==> src/rtl/controlador_sequenciador.sv <==
// ---------------------------------------------------------------------------
// controlador_sequenciador
//
// Control sequencer for the 8-bit SAP-1 datapath. A six-state one-hot ring
// counter (T1..T6) is decoded against the instruction-register opcode to
// produce every load/enable strobe on the shared bus. T1-T3 perform the
// opcode-independent fetch. T4-T6 execute LDA, ADD, SUB, OUT or HLT. Any
// other opcode behaves as a NOP.
//
// Ports:
//   CLK     in   system clock, rising edge
//   CLR     in   synchronous active-high reset (aborts current instruction)
//   opcode  in   [3:0] upper nibble of the instruction register
//   t       out  [5:0] one-hot ring state, t[0]=T1 .. t[5]=T6
//   Cp      out  program counter increment
//   Ep      out  program counter drives bus
//   Lm      out  MAR load
//   CE      out  RAM drives bus
//   Li      out  instruction register load
//   Ei      out  IR operand nibble drives bus
//   La      out  accumulator load
//   Ea      out  accumulator drives bus
//   Su      out  ALU subtract select
//   Eu      out  ALU drives bus
//   Lb      out  B register load
//   Lo      out  output register load
//   HLT     out  halted flag
// ---------------------------------------------------------------------------
module controlador_sequenciador #(
    parameter logic [3:0] OP_LDA = 4'b0000,
    parameter logic [3:0] OP_ADD = 4'b0001,
    parameter logic [3:0] OP_SUB = 4'b0010,
    parameter logic [3:0] OP_OUT = 4'b1110,
    parameter logic [3:0] OP_HLT = 4'b1111
) (
    input  logic       CLK,
    input  logic       CLR,
    input  logic [3:0] opcode,
    output logic [5:0] t,
    output logic       Cp,
    output logic       Ep,
    output logic       Lm,
    output logic       CE,
    output logic       Li,
    output logic       Ei,
    output logic       La,
    output logic       Ea,
    output logic       Su,
    output logic       Eu,
    output logic       Lb,
    output logic       Lo,
    output logic       HLT
);

    localparam logic [5:0] T1 = 6'b000001;
    localparam logic [5:0] T2 = 6'b000010;
    localparam logic [5:0] T3 = 6'b000100;
    localparam logic [5:0] T4 = 6'b001000;
    localparam logic [5:0] T5 = 6'b010000;
    localparam logic [5:0] T6 = 6'b100000;

    logic halted;
    logic t_valid;
    logic strobes_enabled;

    // A ring value is legal only when exactly one bit is set.
    always_comb begin
        t_valid = (t != 6'd0) && ((t & (t - 6'd1)) == 6'd0);
    end

    // Strobes are suppressed during reset, while halted, and while the ring
    // holds an illegal value, so a corrupted ring can never fight on the bus.
    always_comb begin
        strobes_enabled = !CLR && !halted && t_valid;
    end

    // Ring counter and halt flag. CLR wins over everything, an illegal ring
    // self-repairs to T1, and HLT in T4 still advances to T5 on the same edge
    // it sets the halted flag, so the ring freezes at T5.
    always_ff @(posedge CLK) begin
        if (CLR) begin
            t      <= T1;
            halted <= 1'b0;
        end else if (!t_valid) begin
            t      <= T1;
            halted <= 1'b0;
        end else if (!halted) begin
            if (t == T4 && opcode == OP_HLT) begin
                halted <= 1'b1;
            end
            t <= {t[4:0], t[5]};
        end
    end

    assign HLT = halted;

    // Strobe decode: fetch states ignore the opcode, execute states decode it.
    always_comb begin
        Cp = 1'b0;
        Ep = 1'b0;
        Lm = 1'b0;
        CE = 1'b0;
        Li = 1'b0;
        Ei = 1'b0;
        La = 1'b0;
        Ea = 1'b0;
        Su = 1'b0;
        Eu = 1'b0;
        Lb = 1'b0;
        Lo = 1'b0;
        if (strobes_enabled) begin
            case (t)
                T1: begin
                    Ep = 1'b1;
                    Lm = 1'b1;
                end
                T2: begin
                    Cp = 1'b1;
                end
                T3: begin
                    CE = 1'b1;
                    Li = 1'b1;
                end
                T4: begin
                    if (opcode == OP_LDA || opcode == OP_ADD || opcode == OP_SUB) begin
                        Ei = 1'b1;
                        Lm = 1'b1;
                    end else if (opcode == OP_OUT) begin
                        Ea = 1'b1;
                        Lo = 1'b1;
                    end
                end
                T5: begin
                    if (opcode == OP_LDA) begin
                        CE = 1'b1;
                        La = 1'b1;
                    end else if (opcode == OP_ADD || opcode == OP_SUB) begin
                        CE = 1'b1;
                        Lb = 1'b1;
                    end
                end
                T6: begin
                    if (opcode == OP_ADD || opcode == OP_SUB) begin
                        Eu = 1'b1;
                        La = 1'b1;
                        Su = (opcode == OP_SUB);
                    end
                end
                default: begin
                end
            endcase
        end
    end

    // Only one source may ever drive the shared bus.
    bus_single_driver: assert property (@(posedge CLK) $onehot0({Ep, CE, Ei, Ea, Eu}));

endmodule

==> config.mk <==
export PLATFORM = sky130hd
export DESIGN_NAME = controlador_sequenciador
export DESIGN_NICKNAME = d
export VERILOG_FILES = /design/src/rtl/controlador_sequenciador.sv
export SDC_FILE = /design/constraint.sdc
export NUM_CORES = 1
export LEC_CHECK = 0
export CAP_MARGIN = 10
export CORE_MARGIN = 5
export CORE_UTILIZATION = 40
export DETAILED_ROUTE_END_ITERATION = 12
export GPL_TIMING_DRIVEN = 0
export PLACE_DENSITY_LB_ADDON = 0.05
export SLEW_MARGIN = 10
export SYNTH_ARGS = -nofsm -noshare
export SYNTH_HDL_FRONTEND = slang
export SYNTH_SLANG_ARGS = --single-unit
==> constraint.sdc <==
create_clock -name CLK -period 2.1 [get_ports CLK]
set_input_delay 0.315 -clock CLK [delete_from_list [all_inputs] [get_ports CLK]]
set_output_delay 0.315 -clock CLK [all_outputs]
set_load 0.01 [all_outputs]
* Yosys cells after proc, flatten, opt, wreduce, memory -nomap -nowiden
Cells that the tools add are included.
W data, S select, Z words.
** Operators by class
- Add/subtract/negate cells :: 1
- Equality and inequality tests :: 10
- Multiplexer cells :: 32
- Bitwise gates (word level) :: 2
- Reduce and logical (&&, ||, !) cells :: 13
** Operators with widths (count)
- $mux W1 :: 29
- $eq A4 B4 Y1 const B :: 2
- $and A6 B6 Y6 :: 1
- $eq A6 B1 Y1 const B :: 1
- $eq A6 B2 Y1 const B :: 1
- $eq A6 B3 Y1 const B :: 1
- $eq A6 B4 Y1 const B :: 1
- $eq A6 B5 Y1 const B :: 1
- $eq A6 B6 Y1 const B :: 1
- $logic_not A6 Y1 :: 1
- $pmux W1 S2 :: 3
- $reduce_bool A6 Y1 :: 1
- $sub A6 B1 Y6 const B :: 1
- $eq A4 B1 Y1 const B :: 1
- $eq A4 B2 Y1 const B :: 1
- $logic_and A1 B1 Y1 :: 4
- $logic_not A4 Y1 :: 1
- $logic_or A1 B1 Y1 :: 3
- $logic_not A1 Y1 :: 2
- $reduce_or A2 Y1 :: 1
- $not A1 Y1 :: 1
** Storage, ports and cells
- Register bits after elaboration :: 7
- Input bits :: 6
- Output and inout port bits :: 19
- Word-level logic and storage cells :: 60

* Depth between registers and ports, before layout
Gate-level depths: netlist of the first run.
- Depth in word-level cells :: 6
- Mapped depth :: 6
- Gate-level depth less buffers :: 4

* Worst setup path after synthesis of the first run
No wires, ideal clock.
- Kind :: flip-flop to output port
- Start point :: register t[0]
- End point :: output Lo
- Arrival time :: 1.774 ns
- Required time :: 1.785 ns
- Path slack :: 0.011 ns
- Stages on the path, launching flop included :: 7
- Path buffers :: 2
- Cell sequence :: dfxtp_1 > buf_6 > or4_1 > nor4b_1 > nand2_1 > nor2_1 > buf_4
** On the way
- Longest elaborated chain between the ends :: 6
- Elaborated cells between the ends (all ways) :: 9
- Those cells by class :: add/sub: 1; eq/ne: 1; mux: 2; bitwise: 1; reduce/logical: 4
** RTL lines
- start, declared :: RTL line 39 : output logic [5:0] t,
- start signal, assigned :: RTL line 91 : t <= {t[4:0], t[5]};
- $sub A6 B1 Y6 :: RTL line 68 : t_valid = (t != 6'd0) && ((t & (t - 6'd1)) == 6'd0);
- $and A6 B6 Y6 :: RTL line 68
- $logic_not A6 Y1 :: RTL line 68
- $logic_and A1 B1 Y1 :: RTL line 68
- $logic_and A1 B1 Y1 :: RTL line 74 : strobes_enabled = !CLR && !halted && t_valid;
- $mux W1 *
- end, declared :: RTL line 51 : output logic Lo,
Mark *: on every way between the ends. The rest lies on a longest branch, timed or not.

* Worst setup path in the final report of the first run
- Start point :: register t[1]
- End point :: output Cp
** On the way
- Longest elaborated chain between the ends :: 6
- Elaborated cells between the ends (all ways) :: 9
- Those cells by class :: add/sub: 1; eq/ne: 1; mux: 2; bitwise: 1; reduce/logical: 4
** RTL lines
- $sub A6 B1 Y6 :: RTL line 68
- $and A6 B6 Y6 :: RTL line 68
- $logic_not A6 Y1 :: RTL line 68
- $logic_and A1 B1 Y1 :: RTL line 68
- $logic_and A1 B1 Y1 :: RTL line 74
- $mux W1 * :: RTL line 111 : if (strobes_enabled) begin
- end, declared :: RTL line 40 : output logic Cp,
Marked as above.

==> impl_table.tex, run 1 <==
\begin{tabular}{lr}
\hline
Metric & Value \\
\hline
\multicolumn{2}{l}{\textbf{Worst setup path}} \\
Delay of the slowest cell on the worst path & 0.36 ns \\
Arrival time at the worst endpoint & 1.87 ns \\
Critical path capture point type & output port \\
Crit path required time & 1.78 ns \\
Critical path, cell by cell & nor4\_4, buf\_4, mux2i\_2, a21o\_2, nor4bb\_2, buf\_2 \\
Bufs and invs on worst path & 2 \\
Crit path max fanout & 5 \\
Startpoint Class & flop \\
Crit path max-delay cell type & sky130\_fd\_sc\_hd\_\_dfxtp\_4 \\
Crit-path leading delay family & simple AND/OR/NAND/NOR gates \\
Worst setup path category & reg -> out \\
\multicolumn{2}{l}{\textbf{Drt}} \\
1st-pass router iterations & 4 \\
Routed Wire Length & 2020 um \\
Vias post-DR & 712 \\
ANT nets after route & 0 \\
Wire length per cell after detailed routing & 15.9 um \\
Detailed-route vias per instance & 5.61 \\
DRC marker count from the first detailed-route iteration & 20 \\
DRC violations left & 0 \\
\multicolumn{2}{l}{\textbf{Pwr}} \\
Proportion of total power due to net switching & 41.0\% \\
Peak supply drop & 816 uV \\
Net Sw Power & 0.000402 W \\
Clk pwr share & 12.1\% \\
Logic pwr share & 63.3\% \\
Share of power burned in registers & 24.6\% \\
Leakage & 0.397 nW \\
Power density over the cells & 995 mW/mm\^{}2 \\
P\_int & 0.000579 W \\
\multicolumn{2}{l}{\textbf{Placement}} \\
Post-placement cell count & 110 \\
Post-detailed-placement half-perimeter wirelength & 1040 um \\
Placer Congestion & 0.723 \\
Pre-CTS setup slack & -0.449 ns \\
Port bufs & 24 \\
\multicolumn{2}{l}{\textbf{Clock tree}} \\
Cell at the root of the clock tree & sky130\_fd\_sc\_hd\_\_clkbuf\_4 \\
H-tree levels & 1 \\
Num Clock Sinks & 7 \\
CTS tree & built \\
Maximum count of clock buffers along a single path & 2 \\
Post-CTS Hold Buffers & 0 \\
Total clock buffers created by CTS & 3 \\
Clock transition at the registers of the reported paths & 0.05 ns \\
Clock network latency to the later pin of the worst-skew pair & 0.25 ns \\
\multicolumn{2}{l}{\textbf{Flow run}} \\
Number of violations of the max-capacitance limit & 0 \\
\multicolumn{2}{l}{\textbf{Finish}} \\
End-of-flow core utilization & 75.8\% \\
Fraction of final layout cells sized beyond drive strength 1 & 50.9\% \\
Final standard cell count with taps included and fillers excluded & 127 \\
Number of inserted diodes & 0 \\
Area overhead of the layout relative to synthesis & 77.5\% \\
Count of nets after finishing & 119 \\
\multicolumn{2}{l}{\textbf{Outcome}} \\
Status & finished with violations \\
Violated checks & negative setup slack \\
\multicolumn{2}{l}{\textbf{Floorplanning}} \\
Placeable Area & 0.00130 mm\^{}2 \\
Count of pins on the block boundary & 25 \\
Initial core utilization & 42.7\% \\
Height of the die & 47.3 um \\
Die extent in x & 47.3 um \\
Total Die Area & 0.00223 mm\^{}2 \\
Standard-cell rows & 13 \\
\multicolumn{2}{l}{\textbf{Logic synthesis}} \\
Post-synth design cell area & 556 um\^{}2 \\
Synth unique cells & 28 \\
Mean post-synth cell area & 7.82 um\^{}2 \\
Yosys warns & 0 \\
Register bit total from synthesis & 7 \\
Syn Inst Count & 71 \\
Number of nets in the synthesized netlist & 77 \\
Sequential-to-total area share from yosys stat & 25.2\% \\
\multicolumn{2}{l}{\textbf{Global route}} \\
First-pass GRT wire length & 2850 um \\
Antenna violations before repair & 0 \\
Leftover overflow at the end of global routing & 0 \\
Number of global-route vias before repair & 665 \\
Pin count of the biggest net entering global routing & 11 \\
Global router's overall resource usage & 18.7\% \\
\multicolumn{2}{l}{\textbf{Timing}} \\
Final setup violation count & 4 \\
Achievable frequency & 0.457 GHz \\
Aggregate negative setup slack & -0.266 ns \\
Actual slew at the worst max-slew pin & 0.432 ns \\
Tcrit/Tclk final & 104\% \\
Final worst-path setup slack & -0.0865 ns \\
Remaining max-slew budget at the tightest pin & 71.2\% \\
Setup repair after global routing missed its margin & yes \\
Hold violation total from the final report & 0 \\
Final clock skew & 0.00161 ns \\
Number of max-slew violations in the final report & 0 \\
Min Tclk post-route & 2.19 ns \\
\multicolumn{2}{l}{\textbf{Min path}} \\
Hold crit path type & reg -> reg \\
\hline
\end{tabular}
## per-layer routing
metal / vias up / global-route usage, % / wire (um)
met5: - / 0 / 0
met4: 0 / 12.2 / 68
met3: 8 / 5.36 / 148
met2: 35 / 31.3 / 1020
met1: 330 / 20.2 / 778
li1: 339 / - / -
## cell usage after synthesis, drive strengths merged
library cell  instances  area, um^2
nor4b                 1        8.76
nand3b                4        30.0
o21ai                 1        5.00
clkbuf                3        11.3
nor4                  4        40.0
a211oi                3        22.5
dfxtp                 7         140
a21oi                 2        10.0
nor2b                 4        25.0
mux2i                 6        60.1
nor4bb                1        10.0
nor3                  1        5.00
nand4bb               1        11.3
a31oi                 1        6.26
nand2                 4        15.0
buf                   4        31.3
a211o                 2        18.8
or2                   1        6.26
or4                   1        7.51
o31a                  1        8.76
nor2                 16        60.1
nand2b                1        6.26
o211ai                1        7.51
a21o                  1        8.76
## cell usage in the layout, fill, tap and decap left out, types with 2 or more instances in the layout
cell | synthesis | final
sky130_fd_sc_hd__clkdlybuf4s50_1 | 0 | 11
sky130_fd_sc_hd__nor4_2 | 0 | 2
sky130_fd_sc_hd__dfxtp_1 | 7 | 2
sky130_fd_sc_hd__nor2_1 | 16 | 15
sky130_fd_sc_hd__nor2b_1 | 4 | 3
sky130_fd_sc_hd__dlygate4sd2_1 | 0 | 2
sky130_fd_sc_hd__mux2i_1 | 6 | 5
sky130_fd_sc_hd__a21oi_2 | 0 | 2
sky130_fd_sc_hd__dfxtp_2 | 0 | 2
sky130_fd_sc_hd__nand2_1 | 4 | 4
sky130_fd_sc_hd__clkbuf_4 | 0 | 3
sky130_fd_sc_hd__buf_4 | 2 | 19
sky130_fd_sc_hd__clkbuf_2 | 0 | 4
sky130_fd_sc_hd__nand3b_1 | 4 | 4
sky130_fd_sc_hd__a211oi_2 | 0 | 2
sky130_fd_sc_hd__buf_2 | 1 | 7
sky130_fd_sc_hd__dfxtp_4 | 0 | 3
## final cells by class
cell class              instances  area (um^2)
clock buffers                   4         26.3
repair buffers                 43          329
fillers                       111          315
plain buffers                   1         7.51
flip-flops and latches          7          154
well taps                      15         18.8
multi-input cells              57          450
## tightest hold or removal path, delay by kind of cell (launching register included)
kind          cells  cell delay [ns]
simple gates      1             0.05
mux               1             0.15
flops             1             0.39
## power by group through the flow
stage	clock [W]	sequential, W	combinational (W)
2_1_floorplan	0	0.000192	0.000313
3_3_place_gp	0	0.000177	0.000483
3_5_place_dp	0	0.000178	0.000487
4_1_cts	0.000126	0.000232	0.000521
5_1_grt	0.000139	0.000249	0.000662
6_report	0.000119	0.000242	0.000621
## worst paths after layout
kind | start | to | slack [ns] | cells past startpoint
worst max-delay path | t[1] | Cp | -0.09 | 6
worst min-delay path | t[2] | t[3] | 0.63 | 2
worst max register to register | t[1] | t[0] | 0.21 | 6
worst min register to register | t[2] | t[3] | 0.63 | 2
## cells by family (layout without fill, tap and decap cells)
family | count (synthesis) | in the layout | share of synthesized area (%)
simple gates | 39 | 39 | 40.5
buf+inv | 7 | 48 | 7.66
compound gates | 12 | 12 | 15.8
mux | 6 | 6 | 10.8
flops | 7 | 7 | 25.2
## timing repair
action | 4_1_cts | 5_1_grt
endpoints found under the setup margin | 12 | 10
pin swaps | 11 | 10
resized for setup | 49 | 21
setup buffers | 12 | 7
endpoints found under the hold margin | 0 | 0
## state kept, by name, summed over array words and instances (netlist names)
register / flops
HLT: 1
t: 6
## metrics by stage
step / power, W / hold slack [ns] / area (um^2)
2_1_floorplan: 0.000505 / 0.472 / 556
3_3_place_gp: 0.000660 / 0.594 / 815
3_5_place_dp: 0.000665 / 0.606 / 815
4_1_cts: 0.000879 / 0.591 / 938
5_1_grt: 0.00105 / 0.655 / 986
6_report: 0.000981 / 0.627 / 986
Note: power is estimated with default switching activity, not from simulation.
==> run 2, diff against run 1 <==
CORE_MARGIN = 1.5   (was 5)
CTS_BUF_LIST = sky130_fd_sc_hd__clkbuf_16   (was default)
==> run 2 against run 1 <==
Combinational power is 53% higher. Critical path depth is 2 higher. Setup slack worse by 0.23 ns. Maximum frequency is 9.6% lower. Register-to-register slack worse by 0.17 ns. Sequential cell count stayed put. Sequential power is 7% lower. Sequential share of layout area is 3.0 points lower. The flow still finishes with violations (negative setup slack).
==> impl_table.tex, run 2 (synthesized netlist as in run 1, its figures left out) <==
\begin{tabular}{lr}
\hline
Metric & Value \\
\hline
\multicolumn{2}{l}{\textbf{Outcome}} \\
Status & finished with violations \\
Violated checks & negative setup slack \\
\multicolumn{2}{l}{\textbf{Timing}} \\
Actual slew at the worst max-slew pin & 0.492 ns \\
Min Tclk post-route & 2.42 ns \\
Final clock skew & 0.00413 ns \\
Worst Hold Slack & 0.674 ns \\
Final setup violation count & 11 \\
Remaining max-slew budget at the tightest pin & 67.0\% \\
Achievable frequency & 0.413 GHz \\
Final worst-path setup slack & -0.320 ns \\
Hold violation total from the final report & 0 \\
Aggregate negative setup slack & -1.62 ns \\
Setup repair after global routing missed its margin & yes \\
Tcrit/Tclk final & 115\% \\
Number of max-slew violations in the final report & 0 \\
\multicolumn{2}{l}{\textbf{Worst setup path}} \\
End of the worst register-to-register path & t[0] \\
Critical path, cell by cell & buf\_6, buf\_6, nor4\_4, nand3b\_1, buf\_4, a21o\_4, nor4bb\_2, buf\_2 \\
Crit path required time & 1.78 ns \\
Arrival time at the worst endpoint & 2.10 ns \\
Crit path max fanout & 7 \\
Most common cell on crit path & sky130\_fd\_sc\_hd\_\_buf\_6 \\
Critical path capture point type & output port \\
Delay of the slowest cell on the worst path & 0.33 ns \\
Startpoint of the worst register-to-register path & t[2] \\
Worst reg-to-reg setup slack & 0.04 ns \\
Worst setup path category & reg -> out \\
Startpoint Class & flop \\
Crit path max-delay cell type & sky130\_fd\_sc\_hd\_\_dfxtp\_2 \\
Worst r2r path cells & 8 \\
\multicolumn{2}{l}{\textbf{Clock tree}} \\
Maximum count of clock buffers along a single path & 2 \\
CTS tree & built \\
Clock network latency to the later pin of the worst-skew pair & 0.24 ns \\
Post-CTS Hold Buffers & 0 \\
Total clock buffers created by CTS & 3 \\
Clock transition at the registers of the reported paths & 0.04 ns \\
H-tree levels & 1 \\
Num Clock Sinks & 7 \\
Cell at the root of the clock tree & sky130\_fd\_sc\_hd\_\_clkbuf\_16 \\
\multicolumn{2}{l}{\textbf{Finish}} \\
End-of-flow core utilization & 93.5\% \\
Final standard cell count with taps included and fillers excluded & 137 \\
Count of nets after finishing & 129 \\
Area occupied by multi-input gates & 488 um\^{}2 \\
Area overhead of the layout relative to synthesis & 119\% \\
Final instance area & 0.00122 mm\^{}2 \\
Most frequent standard cell in the layout excluding fill and tap cells & sky130\_fd\_sc\_hd\_\_buf\_4 \\
Number of inserted diodes & 0 \\
Register containing the most flip-flops in the final layout & t \\
Number of inserted filler cells in the final layout & 43 \\
Largest register FFs & 6 \\
Commonest cells after routing, fill and taps aside & sky130\_fd\_sc\_hd\_\_buf\_4, sky130\_fd\_sc\_hd\_\_nor2\_1, sky130\_fd\_sc\_hd\_\_clkdlybuf4s50\_1 \\
Register cell area after layout & 154 um\^{}2 \\
Fraction of final layout cells sized beyond drive strength 1 & 52.5\% \\
\multicolumn{2}{l}{\textbf{Min path}} \\
Beginning of the worst hold path & t[3] \\
Hold Path End & t[3] \\
Count of cells along the worst hold path & 2 \\
Hold crit path type & reg -> reg \\
\multicolumn{2}{l}{\textbf{Floorplanning}} \\
Initial core utilization & 42.7\% \\
Standard-cell rows & 13 \\
Height of the die & 40.3 um \\
Count of pins on the block boundary & 25 \\
Placeable Area & 0.00130 mm\^{}2 \\
Die extent in x & 40.3 um \\
Total Die Area & 0.00162 mm\^{}2 \\
\multicolumn{2}{l}{\textbf{Pwr}} \\
Peak supply drop & 787 uV \\
Power density over the cells & 1240 mW/mm\^{}2 \\
Leakage & 0.491 nW \\
\multicolumn{2}{l}{\textbf{Global route}} \\
First-pass GRT wire length & 3730 um \\
Pin count of the biggest net entering global routing & 11 \\
Leftover overflow at the end of global routing & 0 \\
Global router's overall resource usage & 37.0\% \\
Number of global-route vias before repair & 740 \\
Antenna violations before repair & 0 \\
\multicolumn{2}{l}{\textbf{Placement}} \\
Port bufs & 24 \\
Post-detailed-placement half-perimeter wirelength & 983 um \\
Placement Cell Area & 815 um\^{}2 \\
Post-placement cell count & 110 \\
Placer Congestion & 0.713 \\
\multicolumn{2}{l}{\textbf{Drt}} \\
ANT nets after route & 0 \\
Routed Wire Length & 3200 um \\
DRC violations left & 0 \\
Wire length per cell after detailed routing & 23.3 um \\
DRC marker count from the first detailed-route iteration & 49 \\
Vias post-DR & 871 \\
Detailed-route vias per instance & 6.36 \\
1st-pass router iterations & 4 \\
\multicolumn{2}{l}{\textbf{Flow run}} \\
Number of violations of the max-capacitance limit & 0 \\
\hline
\end{tabular}
## run 2: timing repair
item | in CTS | in global routing
endpoints found under the setup margin | 12 | 13
gates resized for setup | 59 | 31
pin swaps | 8 | 10
buffers inserted | 22 | 12
endpoints found under the hold margin | 0 | 0
## run 2: worst max-delay path: cells and delay by family, from the launching register on
family | cells | cell delay (ns)
buffers and inverters | 4 | 0.63
flip-flops | 1 | 0.33
AND/OR/NAND/NOR | 3 | 0.67
AO/OA/AOI/OAI | 1 | 0.23
## run 2: final cells by class
cell class	instances	share of cell area [%]
clock buffer	3	6.17
buffer	3	1.95
sequential	7	12.7
tap	15	1.54
multi-input combinational	57	40.1
clock inverter	1	0.309
timing repair buffer	51	37.2
## run 2: worst max path at each step
stage / to / slack (ns) / from / depth (start not counted)
floorplan: Lo / 0.01 / t[0] / 6
global placement: Lo / -0.46 / t[0] / 7
detailed placement: Lo / -0.45 / t[0] / 7
CTS: La / -0.15 / t[0] / 8
global route: CE / -0.41 / opcode[0] / 5
finish: Cp / -0.32 / t[2] / 8
## run 2: stage by stage
step | worst slack [ns] | total power [W]
CTS | -0.152 | 0.00118
global route | -0.405 | 0.00155
global placement | -0.461 | 0.000657
finish | -0.320 | 0.00150
detailed placement | -0.452 | 0.000661
floorplan | 0.0105 | 0.000505
## run 2: power by group
group	total, W	internal (W)	switching (W)
clock	0.000332	0.000249	0.0000830
sequential	0.000224	0.000171	0.0000526
combinational	0.000949	0.000506	0.000443
total	0.00150	0.000926	0.000579
## run 2: routing by layer
metal,up-vias,track usage (%),wire (um)
met2,83,64.1,1520
met3,25,7.78,250
met4,0,22.5,206
li1,358,-,-
met1,405,40.8,1220
met5,-,0,0
